### config.mk
export PLATFORM = sky130hd
export DESIGN_NAME = mipsfpga_ahb_gpio_irq
export DESIGN_NICKNAME = d
export VERILOG_FILES = /design/src/rtl/mipsfpga_ahb_gpio_irq_pkg.sv /design/src/rtl/mipsfpga_ahb_gpio_filter.sv /design/src/rtl/mipsfpga_ahb_gpio_irq.sv
export SDC_FILE = /design/constraint.sdc
export NUM_CORES = 1
export LEC_CHECK = 0
export ABC_AREA = 1
export CORE_MARGIN = 4
export CORE_UTILIZATION = 45
export DETAILED_ROUTE_END_ITERATION = 16
export HOLD_SLACK_MARGIN = 0.03
export PLACE_DENSITY_LB_ADDON = 0.15
export SLEW_MARGIN = 20
export SYNTH_ARGS = -nofsm -noshare
export SYNTH_HDL_FRONTEND = slang
export SYNTH_SLANG_ARGS = --single-unit
### constraint.sdc
create_clock -name HCLK -period 1.3 [get_ports HCLK]
set_clock_uncertainty 0.2 [all_clocks]
set_input_delay 0.195 -clock HCLK [delete_from_list [all_inputs] [get_ports HCLK]]
set_output_delay 0.195 -clock HCLK [all_outputs]
set_load 0.01 [all_outputs]
### src/rtl/mipsfpga_ahb_gpio_irq_pkg.sv
// mipsfpga_ahb_gpio_irq_pkg
//   Shared definitions for the AHB-Lite GPIO/interrupt slave.
//   - gpio_reg_e      : register index (HADDR[4:2]) of the eight word registers
//   - GPIO_FILT_DEPTH : number of agreeing samples (two stored + current)
//                       needed before a filtered input may change
package mipsfpga_ahb_gpio_irq_pkg;

  typedef enum logic [2:0] {
    H_GPIO_DATA_IN  = 3'd0,
    H_GPIO_DATA_OUT = 3'd1,
    H_GPIO_OUT_SET  = 3'd2,
    H_GPIO_OUT_CLR  = 3'd3,
    H_GPIO_OUT_TGL  = 3'd4,
    H_GPIO_IRQ_EN   = 3'd5,
    H_GPIO_IRQ_BOTH = 3'd6,
    H_GPIO_IRQ_STAT = 3'd7
  } gpio_reg_e;

  localparam int GPIO_FILT_DEPTH = 3;

endpackage

### src/rtl/mipsfpga_ahb_gpio_filter.sv
// mipsfpga_ahb_gpio_filter
//   Per-bit input conditioning: SYNC_STAGES-flop synchroniser, a debounce
//   prescaler producing a sample tick every DB_DIV cycles, and a sample
//   filter that only lets the filtered value follow the pin once the two
//   stored tick samples and the current synchroniser output all agree.
// Ports:
//   clk_i   : clock (rising edge)
//   rst_ni  : asynchronous active-low reset
//   pin_i   : asynchronous pins [W]
//   filt_o  : filtered (debounced) inputs [W]
//   rise_o  : one-cycle strobe, filt_o goes 0->1 on this edge [W]
//   fall_o  : one-cycle strobe, filt_o goes 1->0 on this edge [W]
module mipsfpga_ahb_gpio_filter
  import mipsfpga_ahb_gpio_irq_pkg::*;
#(
  parameter int W           = 16,
  parameter int SYNC_STAGES = 2,
  parameter int DB_DIV      = 1
) (
  input  logic         clk_i,
  input  logic         rst_ni,
  input  logic [W-1:0] pin_i,
  output logic [W-1:0] filt_o,
  output logic [W-1:0] rise_o,
  output logic [W-1:0] fall_o
);

  localparam int SH = GPIO_FILT_DEPTH - 1;
  localparam int CW = (DB_DIV > 1) ? $clog2(DB_DIV) : 1;
  localparam logic [CW-1:0] LAST = CW'(DB_DIV - 1);

  logic [SYNC_STAGES-1:0][W-1:0] sync_q;
  logic [SH-1:0][W-1:0]          shift_q;
  logic [W-1:0]                  filt_q, filt_d, sync_out, agree, upd;
  logic [CW-1:0]                 pre_q, pre_d;
  logic                          tick;

  assign sync_out = sync_q[SYNC_STAGES-1];
  assign tick     = (pre_q == LAST);
  assign pre_d    = tick ? '0 : pre_q + CW'(1);

  // A bit may only move when every stored sample matches the live
  // synchroniser output, and that common value differs from filt.
  always_comb begin
    agree = '1;
    for (int i = 0; i < SH; i++) begin
      agree = agree & ~(shift_q[i] ^ sync_out);
    end
    upd    = tick ? (agree & (sync_out ^ filt_q)) : '0;
    filt_d = filt_q ^ upd;
  end

  assign filt_o = filt_q;
  assign rise_o = upd & sync_out;
  assign fall_o = upd & ~sync_out;

  always_ff @(posedge clk_i or negedge rst_ni) begin
    if (!rst_ni) begin
      sync_q  <= '0;
      shift_q <= '0;
      filt_q  <= '0;
      pre_q   <= '0;
    end else begin
      sync_q <= {sync_q[SYNC_STAGES-2:0], pin_i};
      pre_q  <= pre_d;
      filt_q <= filt_d;
      // shift_q[0] is the newest tick sample
      if (tick) shift_q <= {shift_q[SH-2:0], sync_out};
    end
  end

endmodule

### src/rtl/mipsfpga_ahb_gpio_irq.sv
// mipsfpga_ahb_gpio_irq
//   AHB-Lite GPIO slave: debounced inputs, set/clear/toggle outputs,
//   per-pin edge capture into a W1C status register and one level irq.
//   Writes commit on the HCLK edge where HSEL & HWRITE (single-cycle,
//   always ready); reads are combinational from HADDR[4:2].
// Ports:
//   HCLK, HRESETn : clock, asynchronous active-low reset
//   HADDR[4:0]    : byte address, HADDR[1:0] ignored
//   HWDATA[31:0]  : write data (low N bits used)
//   HWRITE, HSEL  : write strobe, slave select
//   HRDATA[31:0]  : zero-extended read data
//   gpio_in       : asynchronous input pins [N_IN]
//   gpio_out      : registered output pins [N_OUT]
//   irq           : registered level interrupt
module mipsfpga_ahb_gpio_irq
  import mipsfpga_ahb_gpio_irq_pkg::*;
#(
  parameter int               N_IN        = 16,
  parameter int               N_OUT       = 16,
  parameter int               SYNC_STAGES = 2,
  parameter int               DB_DIV      = 1,
  parameter logic [N_OUT-1:0] OUT_RESET   = '0
) (
  input  logic             HCLK,
  input  logic             HRESETn,
  input  logic [4:0]       HADDR,
  input  logic [31:0]      HWDATA,
  input  logic             HWRITE,
  input  logic             HSEL,
  output logic [31:0]      HRDATA,
  input  logic [N_IN-1:0]  gpio_in,
  output logic [N_OUT-1:0] gpio_out,
  output logic             irq
);

  logic [N_IN-1:0]  filt, rise, fall, evt, wd_in, stat_clr;
  logic [N_IN-1:0]  en_q, en_d, both_q, both_d, stat_q, stat_d;
  logic [N_OUT-1:0] dout_q, dout_d, wd_out;
  logic             irq_q, irq_d, wr;
  gpio_reg_e        reg_sel;
  logic             unused_bits;

  mipsfpga_ahb_gpio_filter #(
    .W          (N_IN),
    .SYNC_STAGES(SYNC_STAGES),
    .DB_DIV     (DB_DIV)
  ) u_filter (
    .clk_i (HCLK),
    .rst_ni(HRESETn),
    .pin_i (gpio_in),
    .filt_o(filt),
    .rise_o(rise),
    .fall_o(fall)
  );

  assign reg_sel     = gpio_reg_e'(HADDR[4:2]);
  assign wr          = HSEL & HWRITE;
  assign wd_in       = HWDATA[N_IN-1:0];
  assign wd_out      = HWDATA[N_OUT-1:0];
  assign unused_bits = ^{HADDR[1:0], HWDATA};

  // Falling edges only count where IRQ_BOTH is set.
  assign evt = rise | (fall & both_q);

  always_comb begin
    dout_d   = dout_q;
    en_d     = en_q;
    both_d   = both_q;
    stat_clr = '0;
    if (wr) begin
      unique case (reg_sel)
        H_GPIO_DATA_OUT: dout_d   = wd_out;
        H_GPIO_OUT_SET:  dout_d   = dout_q | wd_out;
        H_GPIO_OUT_CLR:  dout_d   = dout_q & ~wd_out;
        H_GPIO_OUT_TGL:  dout_d   = dout_q ^ wd_out;
        H_GPIO_IRQ_EN:   en_d     = wd_in;
        H_GPIO_IRQ_BOTH: both_d   = wd_in;
        H_GPIO_IRQ_STAT: stat_clr = wd_in;
        default: ;
      endcase
    end
    // A new event wins over a same-cycle W1C of the same bit.
    stat_d = (stat_q & ~stat_clr) | evt;
    irq_d  = |(stat_q & en_q);
  end

  always_comb begin
    HRDATA = '0;
    unique case (reg_sel)
      H_GPIO_DATA_IN:  HRDATA[N_IN-1:0]  = filt;
      H_GPIO_DATA_OUT: HRDATA[N_OUT-1:0] = dout_q;
      H_GPIO_IRQ_EN:   HRDATA[N_IN-1:0]  = en_q;
      H_GPIO_IRQ_BOTH: HRDATA[N_IN-1:0]  = both_q;
      H_GPIO_IRQ_STAT: HRDATA[N_IN-1:0]  = stat_q;
      default:         HRDATA            = '0;
    endcase
  end

  always_ff @(posedge HCLK or negedge HRESETn) begin
    if (!HRESETn) begin
      dout_q <= OUT_RESET;
      en_q   <= '0;
      both_q <= '0;
      stat_q <= '0;
      irq_q  <= 1'b0;
    end else begin
      dout_q <= dout_d;
      en_q   <= en_d;
      both_q <= both_d;
      stat_q <= stat_d;
      irq_q  <= irq_d;
    end
  end

  assign gpio_out = dout_q;
  assign irq      = irq_q;

endmodule

==> insert_results.sql <==
INSERT INTO impl_metrics (metric_group, metric, value, unit) VALUES
('finish', 'area.sequential', '3640', 'um^2'),
('floorplanning', 'floorplan.die_area', '18100', 'um^2'),
('cts', 'hold_buffers', '17', ''),
('logic_synthesis', 'netlist_area', '7190', 'um^2'),
('routing', 'antenna_left', '0', ''),
('global_routing', 'antenna_violations_before_repair', '0', ''),
('min_path', 'hold_path.class', 'input pin to asynchronous set/reset pin', ''),
('cts', 'cts_buffers', '17', ''),
('critical_path', 'crit_slowest_cell', 'sky130_fd_sc_hd__dfrtp_1', ''),
('critical_path', 'timing_worst_setup_path_type', 'flop to primary output', ''),
('finish', 'layout.nets', '1213', ''),
('routing', 'wl_per_cell', '16.3', 'um'),
('power', 'pwr-share-clk', '34.7', '%'),
('global_routing', 'grt_pass1_vias', '6887', ''),
('logic_synthesis', 'yosys.area.top_type_share', '50.4', '%'),
('critical_path', 'start_kind', 'flop', ''),
('timing', 'setup_viol', '50', ''),
('critical_path', 'cpLargestDelayFamily', 'flip-flops', ''),
('logic_synthesis', 'dominant_cell_by_count_in_the_synthesized_netlist', 'sky130_fd_sc_hd__nand2_1', ''),
('placement', 'placement.cell_area', '9330', 'um^2'),
('logic_synthesis', 'synth.cells.most_frequent', 'sky130_fd_sc_hd__nand2_1, sky130_fd_sc_hd__dfrtp_1, sky130_fd_sc_hd__inv_1, sky130_fd_sc_hd__nor2_1, sky130_fd_sc_hd__o21ai_0', ''),
('global_routing', 'groute.usage.overall', '24.7', '%'),
('placement', 'number_of_buffer_cells_added_on_primary_ports', '71', ''),
('finish', 'final_area', '11200', 'um^2'),
('run_status', 'run_status', 'finished, violations left', ''),
('timing', 'layout_worst_path_cycle_share', '131', '%'),
('finish', 'multiInputGateArea', '3590', 'um^2'),
('cts', 'cts-htree-levels', '4', ''),
('critical_path', 'slowest_delay', '0.40', 'ns'),
('routing', 'detail_route.iter0.violations', '444', ''),
('critical_path', 'worstPathMaxFanout', '2', ''),
('finish', 'drive_gt1_share', '37.0', '%'),
('critical_path', 'crit_required', '0.90', 'ns'),
('critical_path', 'r2r.worst_path.cells', '9', ''),
('cts', 'clock_sinks', '145', ''),
('critical_path', 'crit_path_capture_type', 'primary output', ''),
('cts', 'clock_path_buffers', '2', ''),
('routing', 'detailroute.wirelength.met3', '1.29', 'mm'),
('timing', 'final.setup.worst_slack', '-0.397', 'ns'),
('power', 'switching_power', '4.37', 'mW'),
('power', 'power.leakage', '5.47', 'nW'),
('cts', 'worst_setup_hold_path_clk_slew', '0.06', 'ns'),
('routing', 'vias', '6851', ''),
('timing', 'max_freq', '0.589', 'GHz'),
('routing', 'metal2_wl', '10.6', 'mm'),
('floorplanning', 'core_ar', '15400', 'um^2'),
('logic_synthesis', 'synth.yosys.seq_area_share', '50.4', '%'),
('placement', 'post-dp-hpwl', '13.9', 'mm'),
('placement', 'gp_congestion', '0.845', ''),
('run', 'timing.max_cap.violations', '0', ''),
('timing', 'finalCriticalPeriod', '1.70', 'ns'),
('timing', 'unrepaired_setup_endpoints_after_global_routing', 'true', ''),
('routing', 'drt-met1-wl', '9.40', 'mm'),
('global_routing', 'global_route_wire_length_before_repair', '34.9', 'mm'),
('run_status', 'failing_checks', 'negative setup slack', ''),
('critical_path', 'cp_num_buf_inv', '2', ''),
('timing', 'fin_setup_tns', '-11.45', 'ns'),
('cts', 'clock_root_cell', 'sky130_fd_sc_hd__clkbuf_16', ''),
('power', 'p_int', '10.3', 'mW'),
('placement', 'dpl_worst_slack', '-1.15', 'ns'),
('timing', 'report.final.slew_viol_count', '0', ''),
('global_routing', 'grt_start_max_net_pins', '46', ''),
('power', 'swShare', '29.8', '%'),
('logic_synthesis', 'synth-seq-cells', '145', ''),
('placement', 'dp.cells', '1265', ''),
('power', 'worst_ir_drop_vdd', '0.930', 'mV'),
('cts', 'cts_tree', 'done', ''),
('finish', 'antenna-diode-count', '0', ''),
('critical_path', 'worst-path-stages', '5', ''),
('global_routing', 'globalRoute.totalOverflow', '0', ''),
('logic_synthesis', 'synth.avg_cell_area', '8.50', 'um^2');
## area by class of cell
class,instances,area share (%)
multi-input cells,574,31.9
flip-flops and latches,145,32.3
well taps,211,2.35
clock buffers,18,3.91
repair buffers,287,24.2
clock inverters,14,1.59
inverters,99,3.64
## worst register-to-register path, cell delays in order (launching register included)
cell and delay (ns):
sky130_fd_sc_hd__dfrtp_1 0.40, sky130_fd_sc_hd__buf_6 0.15, sky130_fd_sc_hd__inv_2 0.07, sky130_fd_sc_hd__ha_4 0.19, sky130_fd_sc_hd__nand3_2 0.06, sky130_fd_sc_hd__nand2_1 0.07, sky130_fd_sc_hd__nor2_1 0.14, sky130_fd_sc_hd__nand2_1 0.07
sky130_fd_sc_hd__nand2_1 0.05, sky130_fd_sc_hd__nand2_1 0.04
## power groups by stage
stage	Sequential, mW	Clock, mW	Combinational (mW)
2_1_floorplan	5.53	0	1.25
3_3_place_gp	5.50	0	3.06
3_5_place_dp	5.50	0	3.10
4_1_cts	5.43	5.19	4.01
5_1_grt	5.54	5.37	4.49
6_report	5.48	5.10	4.12
## timing repair
action,in CTS,in global routing
endpoints found under the setup margin,99,108
pin swaps,90,67
gates resized for setup,328,97
gates cloned,2,2
setup buffers,48,16
hold endpoints to repair,161,7
## metal layers
metal,vias up,GRT usage (%)
met1,3293,32.5
li1,3274,-
met2,231,39.4
met3,53,6.41
met5,-,0
met4,0,9.62
## path summary, 6_finish.rpt
check | startpoint | endpoint | slack [ns]
setup reg to reg | gpio_out[1]$_DFFE_PN0P_ | gpio_out[1]$_DFFE_PN0P_ | -0.25
max in group asynchronous | HRESETn | u_filter.sync_out[4]$_DFF_PN0_ | 0.35
min in group HCLK | u_filter.sync_q[13]$_DFF_PN0_ | u_filter.sync_out[13]$_DFF_PN0_ | 0.15
setup / recovery | gpio_out[4]$_DFFE_PN0P_ | HRDATA[4] | -0.40
hold / removal | HRESETn | u_filter.sync_q[15]$_DFF_PN0_ | 0.002
hold reg to reg | u_filter.sync_q[13]$_DFF_PN0_ | u_filter.sync_out[13]$_DFF_PN0_ | 0.15
## logic make-up after synthesis
group,count (synthesis),synth area share (%)
simple gates,387,23.4
flops,145,50.4
buf+inv,142,9.38
compound gates,132,10.3
fa+ha+maj,32,5.57
xor+xnor,7,0.852
other cells,1,0.0521
## cell usage in the layout (no fill, tap or decap), types with 27 or more instances in the layout
master / synthesis / final
sky130_fd_sc_hd__nor2_1: 70 / 57
sky130_fd_sc_hd__buf_6: 4 / 78
sky130_fd_sc_hd__inv_1: 95 / 68
sky130_fd_sc_hd__nand2_1: 234 / 224
sky130_fd_sc_hd__clkdlybuf4s50_1: 0 / 32
sky130_fd_sc_hd__o21ai_1: 9 / 27
sky130_fd_sc_hd__o21ai_0: 60 / 38
sky130_fd_sc_hd__nand4_1: 27 / 27
sky130_fd_sc_hd__dfrtp_1: 145 / 139
sky130_fd_sc_hd__buf_4: 25 / 131
## metrics by stage
stage | util (%) | power (mW)
after floorplan | - | 6.79
after global placement | 60.5 | 8.56
after detailed placement | 60.5 | 8.61
after CTS | 71.8 | 14.6
after global routing | 72.9 | 15.4
final | 72.9 | 14.7
Power figures use the tool's default switching activity.
